<file path="src/rtl/sba_pkg.sv">
// Shared types and constants for the SBA single-master interconnect.
package sba_pkg;

  localparam int SBA_ADDR_W   = 16;
  localparam int SBA_DATA_W   = 32;
  localparam int SBA_WE_W     = 4;
  localparam int SBA_SLOT_MSB = 15;
  localparam int SBA_SLOT_LSB = 12;
  localparam int SBA_SLOT_W   = SBA_SLOT_MSB - SBA_SLOT_LSB + 1;

  typedef enum logic [1:0] {
    IDLE = 2'd0,
    WAIT = 2'd1,
    RESP = 2'd2,
    GAP  = 2'd3
  } sba_state_e;

  function automatic logic [SBA_SLOT_W-1:0] sba_slot(input logic [SBA_ADDR_W-1:0] addr);
    return addr[SBA_SLOT_MSB:SBA_SLOT_LSB];
  endfunction

endpackage

</file>
<file path="src/rtl/sba_ic_wdog.sv">
// Wait-cycle watchdog: counts enabled cycles from 0 and flags expiry at TIMEOUT-1.
// Only instantiated when SBA_IC_TIMEOUT_EN is defined.
module sba_ic_wdog #(
  parameter int TIMEOUT = 255
) (
  input  logic i_clk,
  input  logic i_rst,
  input  logic i_clr,
  input  logic i_en,
  output logic o_expire
);

  localparam int CNT_W = $clog2(TIMEOUT);

  logic [CNT_W-1:0] cnt_q;
  logic [CNT_W-1:0] cnt_d;

  assign o_expire = (cnt_q == CNT_W'(TIMEOUT - 1));

  // Next count: saturates at the expiry value so it can never wrap.
  always_comb begin
    cnt_d = cnt_q;
    if (i_clr) begin
      cnt_d = '0;
    end else if (i_en && !o_expire) begin
      cnt_d = cnt_q + CNT_W'(1);
    end else begin
      cnt_d = cnt_q;
    end
  end

  // Counter register.
  always_ff @(posedge i_clk) begin
    if (i_rst) begin
      cnt_q <= '0;
    end else begin
      cnt_q <= cnt_d;
    end
  end

endmodule

</file>
<file path="src/rtl/sba_interconnect.sv">
// Single-master to NSLV-slave bus interconnect with decode-miss error reporting.
// Optional wait timeout enabled by defining SBA_IC_TIMEOUT_EN.
module sba_interconnect
  import sba_pkg::*;
#(
  parameter int          NSLV     = 4,
  parameter int          TIMEOUT  = 255,
  parameter logic [31:0] ERR_DATA = 32'hDEAD_BEEF
) (
  input  logic                   i_clk,
  input  logic                   i_rst,
  input  logic [SBA_ADDR_W-1:0]  i_addr,
  input  logic                   i_stb,
  input  logic [SBA_WE_W-1:0]    i_we,
  input  logic [SBA_DATA_W-1:0]  i_dat_w,
  output logic                   o_ack,
  output logic [SBA_DATA_W-1:0]  o_dat_r,
  output logic [SBA_ADDR_W-1:0]  o_s_addr,
  output logic [SBA_WE_W-1:0]    o_s_we,
  output logic [SBA_DATA_W-1:0]  o_s_dat_w,
  output logic [NSLV-1:0]        o_s_stb,
  input  logic [NSLV-1:0]        i_s_ack,
  input  logic [NSLV*32-1:0]     i_s_dat_r,
  output logic                   o_err,
  output logic [SBA_ADDR_W-1:0]  o_err_addr,
  input  logic                   i_err_clr
);

  sba_state_e             state_q, state_d;
  logic [SBA_SLOT_W-1:0]  slot_q, slot_d;
  logic [SBA_ADDR_W-1:0]  s_addr_q, s_addr_d;
  logic [SBA_WE_W-1:0]    s_we_q, s_we_d;
  logic [SBA_DATA_W-1:0]  s_dat_w_q, s_dat_w_d;
  logic [NSLV-1:0]        s_stb_q, s_stb_d;
  logic [SBA_DATA_W-1:0]  resp_q, resp_d;
  logic                   ack_q, ack_d;
  logic [SBA_DATA_W-1:0]  dat_r_q, dat_r_d;
  logic                   err_q, err_d;
  logic [SBA_ADDR_W-1:0]  err_addr_q, err_addr_d;

  logic [SBA_SLOT_W-1:0]  slot_in_s;
  logic                   hit_s;
  logic [NSLV-1:0]        stb_sel_s;
  logic                   sel_ack_s;
  logic [SBA_DATA_W-1:0]  sel_dat_s;
  logic                   expire_s;
  logic                   err_evt_s;
  logic [SBA_ADDR_W-1:0]  err_evt_addr_s;

  assign slot_in_s = sba_slot(i_addr);
  assign hit_s     = (int'(slot_in_s) < NSLV);

`ifdef SBA_IC_TIMEOUT_EN
  sba_ic_wdog #(
    .TIMEOUT (TIMEOUT)
  ) u_wdog (
    .i_clk    (i_clk),
    .i_rst    (i_rst),
    .i_clr    (state_q != WAIT),
    .i_en     (state_q == WAIT),
    .o_expire (expire_s)
  );
`else
  // No watchdog: WAIT is left only on a slave ack (expression is constant false).
  assign expire_s = (TIMEOUT < 0);
`endif

  // Slot decode and selection of the addressed slave's ack/data; other slots are masked out.
  always_comb begin
    stb_sel_s = '0;
    sel_ack_s = 1'b0;
    sel_dat_s = '0;
    for (int k = 0; k < NSLV; k++) begin
      stb_sel_s[k] = (slot_in_s == SBA_SLOT_W'(k));
      sel_ack_s    = sel_ack_s | (i_s_ack[k] & (slot_q == SBA_SLOT_W'(k)));
      sel_dat_s    = sel_dat_s | ({SBA_DATA_W{slot_q == SBA_SLOT_W'(k)}} & i_s_dat_r[k*32 +: 32]);
    end
  end

  // Transaction FSM next-state and request/response register updates.
  always_comb begin
    state_d        = state_q;
    slot_d         = slot_q;
    s_addr_d       = s_addr_q;
    s_we_d         = s_we_q;
    s_dat_w_d      = s_dat_w_q;
    s_stb_d        = s_stb_q;
    resp_d         = resp_q;
    err_evt_s      = 1'b0;
    err_evt_addr_s = '0;
    case (state_q)
      IDLE: begin
        if (i_stb) begin
          slot_d    = slot_in_s;
          s_addr_d  = i_addr;
          s_we_d    = i_we;
          s_dat_w_d = i_dat_w;
          if (hit_s) begin
            s_stb_d = stb_sel_s;
            state_d = WAIT;
          end else begin
            resp_d         = ERR_DATA;
            err_evt_s      = 1'b1;
            err_evt_addr_s = i_addr;
            state_d        = RESP;
          end
        end else begin
          state_d = IDLE;
        end
      end
      WAIT: begin
        if (sel_ack_s) begin
          resp_d  = sel_dat_s;
          s_stb_d = '0;
          state_d = RESP;
        end else if (expire_s) begin
          resp_d         = ERR_DATA;
          s_stb_d        = '0;
          err_evt_s      = 1'b1;
          err_evt_addr_s = s_addr_q;
          state_d        = RESP;
        end else begin
          state_d = WAIT;
        end
      end
      RESP: begin
        state_d = GAP;
      end
      GAP: begin
        state_d = IDLE;
      end
      default: begin
        s_stb_d = '0;
        state_d = IDLE;
      end
    endcase
  end

  // Sticky error capture; a same-cycle error event takes priority over the clear.
  always_comb begin
    err_d      = err_q;
    err_addr_d = err_addr_q;
    if (err_evt_s) begin
      if (!err_q) begin
        err_d      = 1'b1;
        err_addr_d = err_evt_addr_s;
      end else begin
        err_d      = 1'b1;
        err_addr_d = err_addr_q;
      end
    end else if (i_err_clr) begin
      err_d      = 1'b0;
      err_addr_d = '0;
    end else begin
      err_d      = err_q;
      err_addr_d = err_addr_q;
    end
  end

  // Master response: a single-cycle pulse registered out of RESP, zero data otherwise.
  always_comb begin
    ack_d   = (state_q == RESP);
    dat_r_d = (state_q == RESP) ? resp_q : '0;
  end

  // State and output registers.
  always_ff @(posedge i_clk) begin
    if (i_rst) begin
      state_q    <= IDLE;
      slot_q     <= '0;
      s_addr_q   <= '0;
      s_we_q     <= '0;
      s_dat_w_q  <= '0;
      s_stb_q    <= '0;
      resp_q     <= '0;
      ack_q      <= 1'b0;
      dat_r_q    <= '0;
      err_q      <= 1'b0;
      err_addr_q <= '0;
    end else begin
      state_q    <= state_d;
      slot_q     <= slot_d;
      s_addr_q   <= s_addr_d;
      s_we_q     <= s_we_d;
      s_dat_w_q  <= s_dat_w_d;
      s_stb_q    <= s_stb_d;
      resp_q     <= resp_d;
      ack_q      <= ack_d;
      dat_r_q    <= dat_r_d;
      err_q      <= err_d;
      err_addr_q <= err_addr_d;
    end
  end

  assign o_ack      = ack_q;
  assign o_dat_r    = dat_r_q;
  assign o_s_addr   = s_addr_q;
  assign o_s_we     = s_we_q;
  assign o_s_dat_w  = s_dat_w_q;
  assign o_s_stb    = s_stb_q;
  assign o_err      = err_q;
  assign o_err_addr = err_addr_q;

endmodule

</file>
<file path="config.mk">
export PLATFORM = sky130hd
export DESIGN_NAME = sba_interconnect
export DESIGN_NICKNAME = d
export VERILOG_FILES = /design/src/rtl/sba_pkg.sv /design/src/rtl/sba_ic_wdog.sv /design/src/rtl/sba_interconnect.sv
export SDC_FILE = /design/constraint.sdc
export NUM_CORES = 1
export LEC_CHECK = 0
export CAP_MARGIN = 20
export CORE_MARGIN = 3
export CORE_UTILIZATION = 33
export DETAILED_ROUTE_END_ITERATION = 7
export GPL_TIMING_DRIVEN = 0
export PLACE_DENSITY = 0.76
export SLEW_MARGIN = 20
export SYNTH_ARGS = -nofsm -noshare
export SYNTH_HDL_FRONTEND = slang
export SYNTH_SLANG_ARGS = --single-unit
</file>
<file path="constraint.sdc">
create_clock -name i_clk -period 4.08 [get_ports i_clk]
set_input_delay 1.224 -clock i_clk [delete_from_list [all_inputs] [get_ports i_clk]]
set_output_delay 1.224 -clock i_clk [all_outputs]
set_load 0.05 [all_outputs]
</file>
# [Yosys cells after proc, flatten, opt, wreduce, memory -nomap -nowiden]
# Cells that the tools add are included.
# W data, S select, Z words.
[classes] n_lt_le_gt_ge=1 eq_ne=14 n_mux=23 bitwise_logic=15 n_reduce_logical=10
[ops] operator="$and A32 B32 Y32" n=4
[ops] operator="$mux W16" n=6
[ops] operator="$mux W32" n=3
[ops] operator="$or A32 B32 Y32" n=3
[ops] operator="$pmux W32 S2" n=1
[ops] operator="$eq A4 B2 Y1 const B" n=4
[ops] operator="$mux W4" n=3
[ops] operator="$ne A2 B2 Y1 const B" n=5
[ops] operator="$eq A4 B1 Y1 const B" n=2
[ops] operator="$logic_not A4 Y1" n=2
[ops] operator="$pmux W2 S4" n=1
[ops] operator="$pmux W4 S2" n=1
[ops] operator="$reduce_and A4 Y1" n=2
[ops] operator="$mux W2" n=3
[ops] operator="$mux W1" n=5
[ops] operator="$and A1 B1 Y1" n=4
[ops] operator="$eq A2 B2 Y1 const B" n=2
[ops] operator="$lt A4 B3 Y1 const B" n=1
[ops] operator="$reduce_and A2 Y1" n=2
[ops] operator="$reduce_bool A2 Y1" n=2
[ops] operator="$or A1 B1 Y1" n=3
[ops] operator="$eq A2 B1 Y1 const B" n=1
[ops] operator="$logic_not A2 Y1" n=1
[ops] operator="$reduce_or A2 Y1" n=1
[ops] operator="$not A1 Y1" n=1
[word_totals] register_bits=144 input_bits=188 output_inout_bits=106

# [Longest topological paths before layout]
[logic_depth] word_depth=7 mapped_depth=7 mapped_depth_nobuf=4

# [Worst setup path after synthesis]
# No wires, ideal clock.
[synth_path] kind="in2reg" from="input port i_stb" to="register err_addr_q[10], in the netlist o_err_addr[10]" setup_ps=60 t_arrival_ps=2502 t_required_ps=4020 path_slack_ps=1518 cell_stages=6 n_path_buf=2 path_cell_list="or3b_1 > clkbuf_1 > o21a_1 > nor3_2 > buf_2 > a22o_1"
[synth_between] elab_chain_cells=4 elab_cells_between_ends=9 cone_classes="eq/ne: 1; mux: 6; reduce/logical: 2"
[synth_lines] item="start, declared" line_no="sba_interconnect.sv:13" text="input logic i_stb,"
[synth_lines] item="$mux W1 / $mux W16 (equally long branches)" line_no="sba_interconnect.sv:93" text="if (i_stb) begin"
[synth_lines] item="$mux W1 / $mux W16 (equally long branches)"
[synth_lines] item="$ne A2 B2 Y1 (no source line) (tied with other cells)"
[synth_lines] item="$reduce_and A2 Y1 (no source line) / $mux W16 (equally long branches)"
[synth_lines] item="end signal, assigned" line_no="sba_interconnect.sv:191" text="err_addr_q <= err_addr_d;"
[synth_lines] item="end, declared" line_no="sba_interconnect.sv:39" text="logic [SBA_ADDR_W-1:0] err_addr_q, err_addr_d;"
# Several ways; a longest one is shown, not always the timed one. The select of a mux whose other input is x is not followed.
# A chain may end at the register's enable or synchronous reset.

# [Worst setup path in the final report]
[layout_path] from="input port i_stb" to="register err_addr_q[13], in the netlist o_err_addr[13]"
# The elaborated chain is that of the path after synthesis.

==> impl.org <==
** Die
- The initial utilization of the core area, before any placement, comes to 34.2%.
- The core region is about 17000 sq um.
- The floorplan step defined a die boundary enclosing ~19000 sq um.
- The die is between 100 and 150 um wide.
- Die boundary height :: 138 um
- Ports :: approximately 300
- In this run the core area contains 47 standard-cell rows.

** Placed design
- Half-perimeter wire length of the detailed placement result :: between 15000 and 20000 um
- After detailed placement, the total cell area comes to 8970 sq um.
- Input and output buffers added on the ports amount to around 300.
- Routability-driven placement finished with a final weighted congestion of roughly 0.9.
- After detailed placement, the design holds a cell count of between 1000 and 1500.

** Synth
- Of the synthesized area, sequential elements account for 48.7%.
- Warning count from the yosys run :: 0
- Synthesized instance count :: 601
- Averaged over all synthesized cells, the footprint is roughly 9.6 sq um.
- Count of different cell masters after synthesis :: 36
- Fraction of post-synthesis cell area in the top cell type by area :: 48.7%
- Flops & latches, synth :: 140
- Summing every instance area after synthesis gives 5760 sq um.
- When the netlist entered floorplanning its net count stood at ~800.
- Dominant cells by area after synthesis :: dfxtp_1, mux2i_1, nand2_1, a221oi_2, a21oi_1
- dfxtp_1 takes more of the synthesized area than any other cell.

** Route
- Overall via count from detail_route :: around 5600
- The detail route stage leaves a number of antenna-violating nets equal to 0.
- Via/cell ratio :: 4.91
- In this run, the number of DRC markers left after iteration 0 of detailed routing was between 200 and 250.
- In the routed design, unresolved DRC markers number 0.
- The pre-antenna-repair detailed-routing pass consisted of 4 iterations.
- After detailed routing, the average wire length per cell comes to 18.1 um.
- Sum of routed wire length over all layers :: between 20000 and 25000 um

** Worst setup path
- STA puts the critical path data required time at 4440 ps.
- In this run the worst setup path begins at i_stb.
- STA classifies the critical path startpoint as a primary input.
- Reg-to-reg startpoint :: slot_q[2]
- Setup CP Type :: primary input to register
- The worst setup path is captured at a register.
- Reg-to-reg setup timing slack :: around 1800 ps
- Of all nets on the critical path, the largest fanout is 10.
- Counting cells, the worst reg-to-reg path comes to 6.
- Worst setup path endpoint :: o_err_addr[13]
- The endpoint identified for the worst register-to-register timing path is o_s_stb[3].
- STA puts the critical path data arrival time at between 3000 and 4000 ps.

** Status
- Status :: complete, no violations

** Timing
- The number of slew-limit violations in the final report was 0.
- Setup repair after global routing left no endpoint under its margin.
- Dividing the final minimum period by the clock period gives about three quarters.
- Min cycle time layout :: 3130 ps
- For the final database, setup skew stands at between 6 and 7 ps.
- At the pin with the least slew margin, the transition time is roughly 730 ps.
- Static timing analysis puts the maximum clock frequency at 319 MHz.
- Worst hold slack across all endpoints :: 452 ps
- Final Hold Viols :: 0
- Remaining max-slew budget at the tightest pin :: 50.6%
- For the final routed database, the setup TNS stands at 0 ps.
- Number of failing setup endpoints in the final timing report :: 0

** Global route
- Global routing consumed, on the met2 layer, a little under two fifths of the routing resources.
- Global routing consumed, on the met3 layer, between 8 and 9% of the routing resources.
- Wire length of the first global-routing pass :: ~33000 um
- Peak-usage layer in the global routing report :: met2
- Vias in the first global route :: 5865
- Global routing used a little over a fifth of the available tracks across all layers.
- Global route overflow :: 0
- Initial antenna violation count :: 0
- Met1 track demand over resource :: 24.6%
- Maximum number of pins on one net before global-route repair :: 17

** Clock network
- In this run the clock root is driven by a clkbuf_16.
- H-tree levels :: 4
- Max Buffers Root-to-Sink :: 2
- Buffers inserted to repair hold after CTS numbered 0.
- After clock tree synthesis, the repair step resized 0 gates.
- TritonCTS built the clock tree.
- Clock-pin slew was measured on the worst setup and hold paths at 60 ps.
- Clock latency on the worst-skew pair, taken at its later pin, is around 410 ps.
- TritonCTS created 17 clock buffers.
- TritonCTS Sinks :: 140
- Buffers added to address setup during post-CTS repair amount to 0.

** Layout
- Final design area excluding fillers :: between 9000 and 10000 sq um
- The repair_antennas step left the layout with diodes totalling 0.
- Area taken by multi-input logic gates :: about 2600 sq um
- Net count, final :: 1101
- Number of non-filler instances in the completed layout :: roughly 1100
- Share of layout cells above drive strength 1 :: under 10%
- The sequential cells in the finished layout cover a total of approximately 2800 sq um.
- The area growth from synthesis to layout is 66.3%.
- Fill cell count :: 1504

** Power and ir drop
- Power density of the placed cells :: about 450 nW/um^2
- Overall power after layout :: about 4300 uW
- Cell leakage power :: 0.00339 uW
- VDD sags by at most 0.316 mV.

** Hold path
- The path class of the tightest hold or removal check is register to register.

** Job
- Max-cap violations in this run came to 0.
## logic make-up after synthesis
logic type,share of synthesized area (%)
AOI/OAI and AO/OA,20.5
muxes,11.5
DFF,48.7
buffers and inverters,5.67
and+or+nand+nor,13.7
## synthesized netlist by cell type (all sizes together)
cell / n
nor3: 27
a31o: 8
and2: 8
nand2b: 4
nor4: 8
buf: 20
nor2: 3
a21oi: 58
o21ai: 1
nor3b: 1
or3: 2
mux2i: 66
or3b: 6
nand3b: 1
a221oi: 24
clkbuf: 34
a31oi: 2
o21a: 2
o32ai: 1
inv: 24
nand3: 3
dfxtp: 140
o22a: 33
o211ai: 3
a22o: 14
nand2: 106
nor2b: 2
## where the power goes
part	internal [uW]	switching, uW
Sequential	1480	51.0
Clock	971	615
Combinational	494	687
Total	2950	1350
## placed cells by master (no fill, tap or decap), types with 3 or more instances in the layout
master and count:
buf_1 7, inv_6 5, nand2_1 106, a22o_1 14, inv_1 24, a31o_2 8
o22a_1 32, clkbuf_1 34, a21oi_1 58, or3b_2 4, nand2b_1 4, buf_2 9
mux2i_1 66, and2_1 8, dfxtp_1 140, nand3_1 3, a221oi_2 20, o211ai_1 3
clkbuf_16 17, a221oi_1 4, nor3_1 25, clkinvlp_4 4, nor4_1 8, bufinv_16 3
clkdlybuf4s50_1 293
## final cells by class
cell class | instances | share of cell area (%)
repair buffers | 293 | 30.6
clock buffers | 17 | 4.44
flip-flops and latches | 140 | 29.3
inverters | 24 | 0.940
multi-input cells | 383 | 27.5
plain buffers | 54 | 2.47
clock inverters | 15 | 1.95
well taps | 220 | 2.87
## metrics by stage
step | util, % | setup WS [ps]
after floorplan | - | 1520
after global placement | 53.3 | 514
after detailed placement | 53.3 | 495
after CTS | 57.0 | 937
after global routing | 57.0 | 773
final | 57.0 | 949
## worst min-delay path by stage
stage | start | end | depth (start not counted)
CTS | resp_q[18] | o_dat_r[18] | 2
finish | o_s_dat_w[14] | o_s_dat_w[14] | 2
floorplan | resp_q[18] | o_dat_r[18] | 2
global placement | resp_q[29] | o_dat_r[29] | 1
detailed placement | resp_q[21] | o_dat_r[21] | 2
global route | o_s_dat_w[21] | o_s_dat_w[21] | 2
## worst max-delay path: stages
cell and delay (ps):
clkdlybuf4s50_1 470, nor3b_1 200, o21ai_0 310, nor3_1 590, clkbuf_1 460, a22o_1 220
## per-layer routing
layer  wire length (um)  vias to the layer above  share of wire, %
li1                   -                     2758                 -
met1               8530                     2605                41
met2               9990                      244                48
met3               1810                       23               8.7
met4                443                        0               2.1
met5                  0                        -                 0
## sequential cells by signal, summed over array words and instances, names as in the netlist
name,count
o_err_addr,16
o_s_addr,12
state_q,2
o_s_stb,4
o_s_we,4
resp_q,32
o_s_dat_w,32
o_err,1
o_ack,1
o_dat_r,32
slot_q,4
(Power assumes the default switching activity.)
==> edit (config.mk and constraints unchanged) <==
The 4 states of `sba_state_e` get a one-hot encoding in 4 bits.
--- a/src/rtl/sba_pkg.sv
+++ b/src/rtl/sba_pkg.sv
@@ -9,9 +9,9 @@
   localparam int SBA_SLOT_W   = SBA_SLOT_MSB - SBA_SLOT_LSB + 1;
 
-  typedef enum logic [1:0] {
-    IDLE = 2'd0,
-    WAIT = 2'd1,
-    RESP = 2'd2,
-    GAP  = 2'd3
+  typedef enum logic [3:0] {
+    IDLE = 4'b0001,
+    WAIT = 4'b0010,
+    RESP = 4'b0100,
+    GAP  = 4'b1000
   } sba_state_e;
 
Check against the original RTL: same outputs for any inputs over 4 cycles, from zero or initial values and one cycle with i_rst high; so few cycles prove little.
==> edit against the unedited design <==
  * Synthesized cell count decreased by 4.8%
  * Worst setup slack gained 130 ps
  * Clock skew barely moved
  * Via count is 4.9% lower
  * Cell count is 2.1% lower
  * Sequential cell count is 2 higher
  * Power fell by 4.6%
  * Highest routed layer unchanged
  * Largest power group is now sequential cells
  * Cell area increased by 1.1%
  * Critical path type unchanged
  * Sequential power barely moved
  * Wire length is 6.1% lower
  * Area after synthesis increased by 2.1%
  * Largest cell class unchanged
==> edit: results (changes against the unedited design) <==
- Met2 routed WL: 9.83 mm (-1.5%)
- Placed Cells: 1090 (-2.2%)
- Crit-path max cell delay: 570 ps (-20 ps)
- FF-to-FF End: resp_q[26]$_SDFFE_PP0P_
- Met2 Usage GRT: 34.8% (-2.1 points)
- Hold_sp: o_s_we[1]$_SDFFE_PP0P_
- Met3 Usage GRT: 6.91% (-1.6 points)
- Worst R2R Setup Slack: 1920 ps (+90 ps)
- Synth top area cells: dfxtp_1, mux4_2, nand2_1
- Synthesized Nets: 760 (-3.7%)
- Slowest stage cell, crit path: clkbuf_1
- Reg area: 2840 um2 (+1.4%)
- Number of global-route vias before repair: 5533 (-5.7%)
- Filler instances: 1548 (+2.9%)
- Most frequent cells after synthesis: dfxtp_1, nand2_1, a21oi_1, and2_1, mux4_2
- Status: complete, no violations
- WHS: 451 ps (-0.730 ps)
- Met1 Use GR: 23.6% (-1.1 points)
- Post-DP Area: 9100 um2 (+1.5%)
- DPL Wire Length: 15.2 mm (-5.1%)
- Worst-Margin Slew: 785 ps (+51.1 ps)
- Ratio of cells with drive above 1 in the final layout: 13.2% (+4.3 points)
- Worst ir drop on vdd: 0.000289 V (-8.6%)
- Place WS: 603 ps (+108 ps)
- GRT Util Overall: 20.0% (-1.5 points)
- WL met3: 1.29 mm (-29%)
- Static leakage: 0.00359 uW (+5.7%)
- Sequential cell area fraction in the yosys report: 48.3% (-0.32 points)
- Yosys cell types: 44 (+22%)
- Reg2Reg Depth: 7 (+1)
- Arr. time, crit path: 3290 ps (-200 ps)
- DR vias/cell: 4.77 (-2.9%)
- Hold Path End: o_s_we[1]$_SDFFE_PP0P_
- Worst R2R Start: slot_q[0]$_SDFFE_PP0P_
- Met1 WL: 8.06 mm (-5.6%)
- Iteration-0 DRC Markers: 216 (+4.9%)
- Global-route wire length before repair: 30.5 mm (-7.4%)
-- edit: cell count changes in the layout (fill, tap and decap cells not counted), sizes merged, moves of 8 or more --
| cell | change |
|---|---|
| a32o | +8 |
| mux4 | +32 |
| nor3 | -25 |
| a31o | -8 |
| and2 | +33 |
| o22a | -33 |
| nand2 | +28 |
| mux2i | -61 |
| clkbuf | -9 |
-- edit: power by group --
group	total, uW	switching, uW	internal [uW]
sequential	1530	50.3	1480
combinational	1040	568	471
clock	1530	610	917
-- edit: worst max path at each step --
stage / start / end / slack, ps / depth (start not counted)
floorplan: i_addr[14] / o_err_addr[10]$_SDFFE_PP0P_ / 1630 / 6
global placement: i_rst / o_dat_r[21]$_SDFF_PP0_ / 400 / 5
detailed placement: i_rst / o_s_addr[2]$_SDFFE_PP0P_ / 600 / 5
CTS: i_rst / o_s_addr[4]$_SDFFE_PP0P_ / 1050 / 5
global route: i_rst / o_s_addr[4]$_SDFFE_PP0P_ / 890 / 5
finish: i_rst / o_s_addr[2]$_SDFFE_PP0P_ / 1080 / 5
-- edit: cell type report --
type                    instances  share of cell area, %
plain buffers                  46                   2.47
multi-input cells             356                   27.9
flip-flops and latches        142                   29.4
inverters                      28                   1.09
well taps                     225                   2.91
clock inverters                13                   1.46
clock buffers                  19                   4.57
repair buffers                293                   30.3
-- edit: cell families after synthesis --
family | count (synthesis) | synth area share, %
AND/OR/NAND/NOR | 206 | 16.6
flip-flops | 142 | 48.3
AO/OA/AOI/OAI | 111 | 15.8
buffers and inverters | 74 | 5.85
multiplexers | 38 | 13.3
XOR/XNOR | 1 | 0.149
-- edit: worst min-delay path, stage by stage, from the launching register on --
cell	delay (ps)
dfxtp_1	300
nand2_1	50
a21oi_1	50
